$ cat src/rtl/mem_port_arbiter.sv
// Shares one fixed-latency single-port memory between fetch, load and store.
// Stores finish in their grant cycle; reads wait MEM_LAT cycles for data.
module mem_port_arbiter #(
  parameter int AW         = 32,
  parameter int DW         = 32,
  parameter int MEM_LAT    = 1,
  parameter int STARVE_MAX = 4
) (
  input  logic          clk,
  input  logic          rst_n,
  input  logic          if_req,
  input  logic [AW-1:0] if_addr,
  output logic          if_gnt,
  output logic          if_rvalid,
  output logic [DW-1:0] if_rdata,
  input  logic          ld_req,
  input  logic [AW-1:0] ld_addr,
  input  logic [2:0]    ld_op,
  output logic          ld_gnt,
  output logic          ld_rvalid,
  output logic [DW-1:0] ld_rdata,
  input  logic          st_req,
  input  logic [AW-1:0] st_addr,
  input  logic [2:0]    st_op,
  input  logic [DW-1:0] st_data,
  output logic          st_gnt,
  output logic          mem_en,
  output logic          mem_we,
  output logic [AW-1:0] mem_addr,
  output logic [2:0]    mem_op,
  output logic [DW-1:0] mem_wdata,
  input  logic [DW-1:0] mem_rdata,
  output logic          busy
);

  typedef enum logic {
    IDLE,
    WAIT
  } state_t;

  localparam logic [2:0] FETCH_OP = 3'b010;
  localparam logic [2:0] LAT      = 3'(MEM_LAT);
  localparam logic [3:0] SMAX     = 4'(STARVE_MAX);

  state_t        state_q;
  logic          owner_ld_q;
  logic [2:0]    lat_q;
  logic [3:0]    starve_q;
  logic          if_rvalid_q;
  logic          ld_rvalid_q;
  logic [DW-1:0] if_rdata_q;
  logic [DW-1:0] ld_rdata_q;

  logic g_if, g_ld, g_st, g_any, starved;

  assign starved = (starve_q == SMAX);

  // rst_n is active-high; grants are blocked while it is asserted
  always_comb begin
    g_if = 1'b0;
    g_ld = 1'b0;
    g_st = 1'b0;
    if (state_q == IDLE && !rst_n) begin
      if (starved && if_req) g_if = 1'b1;
      else if (st_req)       g_st = 1'b1;
      else if (ld_req)       g_ld = 1'b1;
      else if (if_req)       g_if = 1'b1;
    end
  end

  assign g_any  = g_if | g_ld | g_st;
  assign if_gnt = g_if;
  assign ld_gnt = g_ld;
  assign st_gnt = g_st;
  assign mem_en = g_any;
  assign mem_we = g_st;

  always_comb begin
    mem_addr = '0;
    mem_op   = '0;
    unique case (1'b1)
      g_st: begin
        mem_addr = st_addr;
        mem_op   = st_op;
      end
      g_ld: begin
        mem_addr = ld_addr;
        mem_op   = ld_op;
      end
      g_if: begin
        mem_addr = if_addr;
        mem_op   = FETCH_OP;
      end
      default: ;
    endcase
  end

  assign mem_wdata = g_any ? st_data : '0;

  assign busy      = (state_q == WAIT);
  assign if_rvalid = if_rvalid_q;
  assign ld_rvalid = ld_rvalid_q;
  assign if_rdata  = if_rdata_q;
  assign ld_rdata  = ld_rdata_q;

  always_ff @(posedge clk) begin
    if (rst_n) begin
      state_q     <= IDLE;
      owner_ld_q  <= 1'b0;
      lat_q       <= '0;
      starve_q    <= '0;
      if_rvalid_q <= 1'b0;
      ld_rvalid_q <= 1'b0;
      if_rdata_q  <= '0;
      ld_rdata_q  <= '0;
    end else begin
      if_rvalid_q <= 1'b0;
      ld_rvalid_q <= 1'b0;
      unique case (state_q)
        IDLE: begin
          if (g_if || g_ld) begin
            owner_ld_q <= g_ld;
            lat_q      <= LAT;
            state_q    <= WAIT;
          end
        end
        WAIT: begin
          lat_q <= lat_q - 3'd1;
          // last wait cycle: data is on mem_rdata now
          if (lat_q == 3'd1) begin
            state_q <= IDLE;
            if (owner_ld_q) begin
              ld_rdata_q  <= mem_rdata;
              ld_rvalid_q <= 1'b1;
            end else begin
              if_rdata_q  <= mem_rdata;
              if_rvalid_q <= 1'b1;
            end
          end
        end
        default: state_q <= IDLE;
      endcase
      if (if_req && !g_if)
        starve_q <= starved ? starve_q : starve_q + 4'd1;
      else
        starve_q <= '0;
    end
  end

endmodule
$ cat config.mk
export PLATFORM = sky130hd
export DESIGN_NAME = mem_port_arbiter
export DESIGN_NICKNAME = d
export VERILOG_FILES = /design/src/rtl/mem_port_arbiter.sv
export SDC_FILE = /design/constraint.sdc
export NUM_CORES = 1
export LEC_CHECK = 0
export BUFFER_PORTS_ARGS = -buffer_cell sky130_fd_sc_hd__buf_2
export CAP_MARGIN = 20
export CORE_AREA = 10 10 112 114
export CTS_CLUSTER_DIAMETER = 200
export DETAILED_ROUTE_END_ITERATION = 7
export DIE_AREA = 0 0 122 124
export PLACE_DENSITY = 0.87
export SLEW_MARGIN = 10
export SYNTH_ARGS = -nofsm -noshare
export SYNTH_HDL_FRONTEND = slang
export SYNTH_SLANG_ARGS = --single-unit
$ cat constraint.sdc
create_clock -name clk -period 2.1 [get_ports clk]
set_input_delay 0.42 -clock clk [delete_from_list [all_inputs] [get_ports clk]]
set_output_delay 0.42 -clock clk [all_outputs]
set_load 0.02 [all_outputs]
# [Yosys cells after proc, flatten, opt, wreduce, memory -nomap -nowiden]
# Index checks and enable logic that the tools add are counted.
[totals] regBits=75 out_inout_bits=139 wordCells=52
[classes] add_sub_neg=2 eq_ne=3 muxes=22 n_bitwise=6 n_reduce_logical=11
[op_table] operator="32-bit one-hot mux with 3 select lines" count=1
[op_table] operator="32-bit 2-to-1 mux" count=1
[op_table] operator="1-bit 2-to-1 mux" count=16
[op_table] operator="3-bit one-hot mux with 3 select lines" count=1
[op_table] operator="3-bit one-hot mux with 2 select lines" count=1
[op_table] operator="3-bit AND reduction" count=2
[op_table] operator="4-bit by 1-bit adder with 4-bit output (second input constant)" count=1
[op_table] operator="4-bit by 3-bit equality test with 1-bit output (second input constant)" count=1
[op_table] operator="1-bit NOT" count=4
[op_table] operator="3-bit by 1-bit equality test with 1-bit output (second input constant)" count=1
[op_table] operator="1-bit logical AND" count=3
[op_table] operator="3-bit 2-to-1 mux" count=1
[op_table] operator="3-bit OR reduction" count=1
[op_table] operator="3-bit by 1-bit subtractor with 3-bit output (second input constant)" count=1
[op_table] operator="1-bit zero test" count=2
[op_table] operator="2-bit by 1-bit != test with 1-bit output (second input constant)" count=1
[op_table] operator="1-bit bitwise OR" count=2
[op_table] operator="1-bit one-hot mux with 2 select lines" count=1
[op_table] operator="2-bit AND reduction" count=1
[op_table] operator="2-bit OR reduction" count=1
[op_table] operator="1-bit logical OR" count=1

# [Longest topological paths before layout]
[logic_depth] word_depth=9 mapped_depth=7

# [Worst setup path before layout]
# Ideal clock, no wire load.
[synth_timing] path_type="register to output" startpoint="register starve_q[0]" endpoint="output port mem_addr[28]" arrival_ns=1.721 slack_ns=-0.041 path_stages_with_launch=8 n_path_buf=2 path_cell_list="dfxtp_1 > inv_1 > ha_1 > and4b_1 > buf_6 > nor4_4 > buf_6 > a221o_1"
[synth_via] elab_chain_len=5 elab_cells_between_ends=9
[synth_rtl] element="from (decl)" line="48" rtl="logic [3:0] starve_q;"
[synth_rtl] element="from (signal assigned)" line="144" rtl="starve_q <= starved ? starve_q : starve_q + 4'd1;"
[synth_rtl] element="4-bit by 3-bit equality test with 1-bit output" line="56" rtl="assign starved = (starve_q == SMAX);"
[synth_rtl] element="1-bit logical AND" line="64" rtl="if (starved && if_req) g_if = 1'b1;"
[synth_rtl] element="1-bit 2-to-1 mux" line="64"
[synth_rtl] element="1-bit 2-to-1 mux" line="63" rtl="if (state_q == IDLE && !rst_n) begin"
[synth_rtl] element="named net ld_gnt" line="19" rtl="output logic ld_gnt,"
[synth_rtl] element="32-bit one-hot mux with 3 select lines" line="81" rtl="unique case (1'b1)"
[synth_rtl] element="to (decl)" line="29" rtl="output logic [AW-1:0] mem_addr,"
# The timed path passes the listed nets, and every way through them passes these cells.

# [Worst setup path in the final report]
[layout_timing] startpoint="register starve_q[0]" endpoint="output port mem_addr[10]"
[layout_via] elab_chain_len=5 elab_cells_between_ends=9
[layout_rtl] element="4-bit by 3-bit equality test with 1-bit output *" line="56"
[layout_rtl] element="1-bit logical AND *" line="64"
[layout_rtl] element="1-bit 2-to-1 mux" line="64"
[layout_rtl] element="1-bit 2-to-1 mux" line="63"
[layout_rtl] element="32-bit one-hot mux with 3 select lines *" line="81"
# Mark *: on every way between the ends. The rest lies on a longest branch, timed or not.

==> summary.txt <==
Floorplan
  • Die Ht: approximately 120 um
  • Die ar.: approximately 15000 um^2
  • Number of top-level pins: between 300 and 400
  • Die Width: between 100 and 150 um
  • Rows: 37
  • Starting Density: a little over a third
  • Placeable Area: just over 10000 um^2

Place
  • Setup WS pre-CTS: -0.05911 ns
  • DP HPWL: between 10000 and 15000 um
  • GP Congestion: between 0.8 and 0.9
  • IO Port Bufs: about 300

Synthesis
  • Share of synthesized flip-flops with an asynchronous set or reset: 0%
  • Mapped Cells: roughly 460
  • Commonest cells in the synthesized netlist: nand2_1 (131), dfxtp_1 (75), a21oi_1 (66)
  • Seq cells post-synth: 75
  • Post-synth cell types: 38
  • Largest area contributor in the netlist: dfxtp_1
  • Top cells by area, synth: dfxtp_1 (40%), nand2_1 (13%), a21oi_1 (8.9%), a221o_1 (8.9%), nor3b_1 (6.5%)
  • Most common flop cell mapped by yosys: dfxtp_1
  • Synthesized Nets: between 600 and 700
  • Post-Syn Area: roughly 3700 um^2
  • Sequential fraction of the synthesis area: roughly 40%
  • Number of enable flip-flop cells after synthesis: 0
  • Mean Syn Cell Area: 8.029 um^2
  • Most frequent cell after synthesis: nand2_1
  • Syn. warnings: 0
  • Share of the synthesized area in the top cell type: approximately two fifths

Cells and area
  • Area of the multi-input gates: between 1500 and 2000 um^2
  • Layout Nets: about 950
  • Final Util: between 50% and 60%
  • Sequential cell area: ~1500 um^2
  • P&R area growth vs syn: 59.31%
  • Share of layout cells above drive strength 1: 48.02%
  • Number of fillers in the final layout: roughly 970

Clock network
  • Clk slew on worst S/H paths: roughly 0.1 ns
  • CTS tree: built
  • Hold_buf cts: 0
  • CTS Buffer Depth: 2
  • H-tree depth: 3
  • Clk Latency, worst-skew pair: roughly 0.36 ns
  • Clk sink count: 75
  • CTS Buf Count: 9
  • Clk root buf: clkbuf_8

Global routing
  • GR peak layer: met2
  • GR Overflow Total: 0
  • Met3 Usage GRT: 10.27%
  • GRT Overall Usage: 20.56%
  • Largest net degree at the start of global routing: 57
  • Initial antenna violation count: 3
  • Grt met2 use: about 36%
  • Grt met1 use: a little over a fifth
  • First-pass GRT wire length: roughly 25000 um
  • Vias in the first global route: about 4600

Critical path
  • Flop2flop setup slack: slightly below 0.4 ns
  • FF-to-FF End: lat_q[0]$_SDFFE_PP0P_
  • Setup CP Type: register to output port
  • Reg2Reg Depth: 7
  • Startpoint types: register
  • Reg2reg start: starve_q[0]$_SDFFE_PP0P_
  • Slowest CP cell: dfxtp_2
  • CP Cell Sequence: inv_2 -> ha_4 -> and3b_1 -> o211a_4 -> buf_12 -> a221o_1 -> buf_4
  • Crit path buf inv count: 3
  • Worst endpoint required time: approximately 1.7 ns
  • Delay of the slowest critical-path stage: 0.34 ns
  • CP max FO: 17
  • Critical Path AT: 2.01 ns
  • Crit path capture type: output port
  • Critical path's top delay family: compound AO/OA/AOI/OAI gates

Hold path
  • Hold WC Path Type: input pin to register
  • Hold depth: 3
  • Hold Crit Start: mem_rdata[27]
  • Min-Delay Endpoint: ld_rdata[27]$_SDFFE_PP0P_

STA
  • Period minus WS final: 2.431 ns
  • # setup viols final: 38
  • Skew final: 0.009167 ns
  • Tcrit/Tclk final: 115.7%
  • Slew @ Worst Pin: about 0.57 ns
  • Max_slew headroom: a little over 60%
  • Max Clk Rate: 411.4 MHz
  • Total negative slack: -10.72 ns
  • Hold Fails Final Rpt: 0
  • Final WS setup: -0.3306 ns
  • RSZ-0062 raised after global routing: true
  • Final Slew Violations: 0

Route
  • Post-Route WL: approximately 17000 um
  • Detailed Routing Iterations Pass 1: 4
  • Via density: between 4 and 5
  • Drt wl/cell: ~19 um
  • DR iter-0 viols: about 310
  • Residual DRC: 0
  • Via Count: roughly 4600
  • Antenna Nets Post-Route: 0

Run
  • Max Cap Viol: 0

Power and ir drop
  • Leakage: between 0.002 and 0.003 uW
  • Cell Int Power: about 2400 uW
  • Clock Power Share: 34.5%
  • Comb pwr share: between 20% and 30%
  • NetSw: around 1100 uW
  • Net Sw Frac: a little under a third
  • Peak supply drop: about 0.00033 V
  • Flop pwr share: between 40% and 50%
  • Total power: roughly 3400 uW
  • Pwr/cell area: between 500 and 600 nW/um^2

Run status
  • Status: finished, violations left
  • Failing checks: setup timing
[power by group through the flow]
stage | Clock (uW) | Sequential (uW) | Combinational [uW]
4_1_cts | 1230 | 1460 | 756
3_3_place_gp | 0 | 1490 | 729
3_5_place_dp | 0 | 1490 | 735
5_1_grt | 1290 | 1470 | 855
6_report | 1190 | 1460 | 793
2_1_floorplan | 0 | 1510 | 369
[tightest hold or removal path: stages]
cell	delay (ns)
buf_2	0.11
nand2_1	0.05
a21oi_1	0.05
[worst max-delay path by stage]
stage                             startpoint      endpoint  slack [ns]  depth (start not counted)
finish              starve_q[0]$_SDFFE_PP0P_  mem_addr[10]       -0.33                          7
global route        starve_q[0]$_SDFFE_PP0P_  mem_addr[10]       -0.41                          7
CTS                 starve_q[0]$_SDFFE_PP0P_  mem_addr[10]       -0.37                          7
detailed placement                     rst_n  mem_addr[23]       -0.06                          6
global placement                      st_req     mem_op[0]       -0.02                          6
floorplan           starve_q[0]$_SDFFE_PP0P_  mem_addr[10]        0.02                          7
[logic make-up after synthesis]
kind of cell | synth area share, %
compound gates | 20.77
buf+inv | 7.069
mux | 0.5386
simple gates | 29.42
flops | 40.39
xor+xnor | 0.4713
fa+ha+maj | 1.346
[metrics by stage]
step | hold slack [ns] | instances | area (um^2)
2_1_floorplan | 0.4579 | 463 | 3722
3_3_place_gp | 0.4383 | 890 | 5460
3_5_place_dp | 0.4437 | 890 | 5460
4_1_cts | 0.2814 | 911 | 5758
5_1_grt | 0.2812 | 920 | 5922
6_report | 0.3039 | 920 | 5922
[state kept, by name, indices dropped and copies added, names as in the netlist]
name	flops
ld_rdata	32
busy	1
if_rvalid	1
lat_q	3
if_rdata	32
starve_q	4
ld_rvalid	1
owner_ld_q	1
[layer usage]
layer	wire [um]	up-vias	share of wire [%]
li1	-	2232	-
met4	296	0	1.7
met5	0	-	0
met1	6107	2102	35
met2	8870	206	52
met3	1935	25	11
[cell usage in the layout (no fill, tap or decap), types with 2 or more instances in the layout]
| cell | synthesis | layout |
|---|---|---|
| buf_2 | 12 | 292 |
| nand2_1 | 131 | 131 |
| dfxtp_1 | 75 | 72 |
| a21oi_1 | 66 | 66 |
| a221o_1 | 33 | 33 |
| nor3b_1 | 32 | 32 |
| and2_1 | 32 | 32 |
| buf_4 | 1 | 29 |
| buf_6 | 7 | 19 |
| clkbuf_8 | 0 | 9 |
| nor2_1 | 7 | 5 |
| inv_1 | 7 | 5 |
| buf_12 | 0 | 5 |
| diode_2 | 0 | 3 |
| nor3_1 | 3 | 3 |
| ha_1 | 4 | 3 |
| dfxtp_2 | 0 | 3 |
| inv_2 | 0 | 2 |
| o31a_1 | 2 | 2 |
| a22o_1 | 2 | 2 |
| xnor2_1 | 2 | 2 |
| mux2i_1 | 2 | 2 |
| inv_6 | 0 | 2 |
| clkinv_4 | 0 | 2 |
[final cells by class]
class                   instances  share of cell area, %
diodes                          3                 0.1268
clock buffers                   9                  2.092
clock inverters                 7                  1.416
inverters                       7                 0.4437
multi-input cells             337                  33.55
flip-flops and latches         75                  25.42
well taps                     136                  2.873
repair buffers                346                  34.08
[what timing repair did]
item                                    in CTS  in global routing
pin swaps                                    4                  4
buffers inserted                             5                  6
hold endpoints to repair                     0                  0
endpoints found under the setup margin      39                 42
gates resized for setup                     17                 31
gates cloned                                 0                  2
Note: power is estimated with default switching activity, not from simulation.
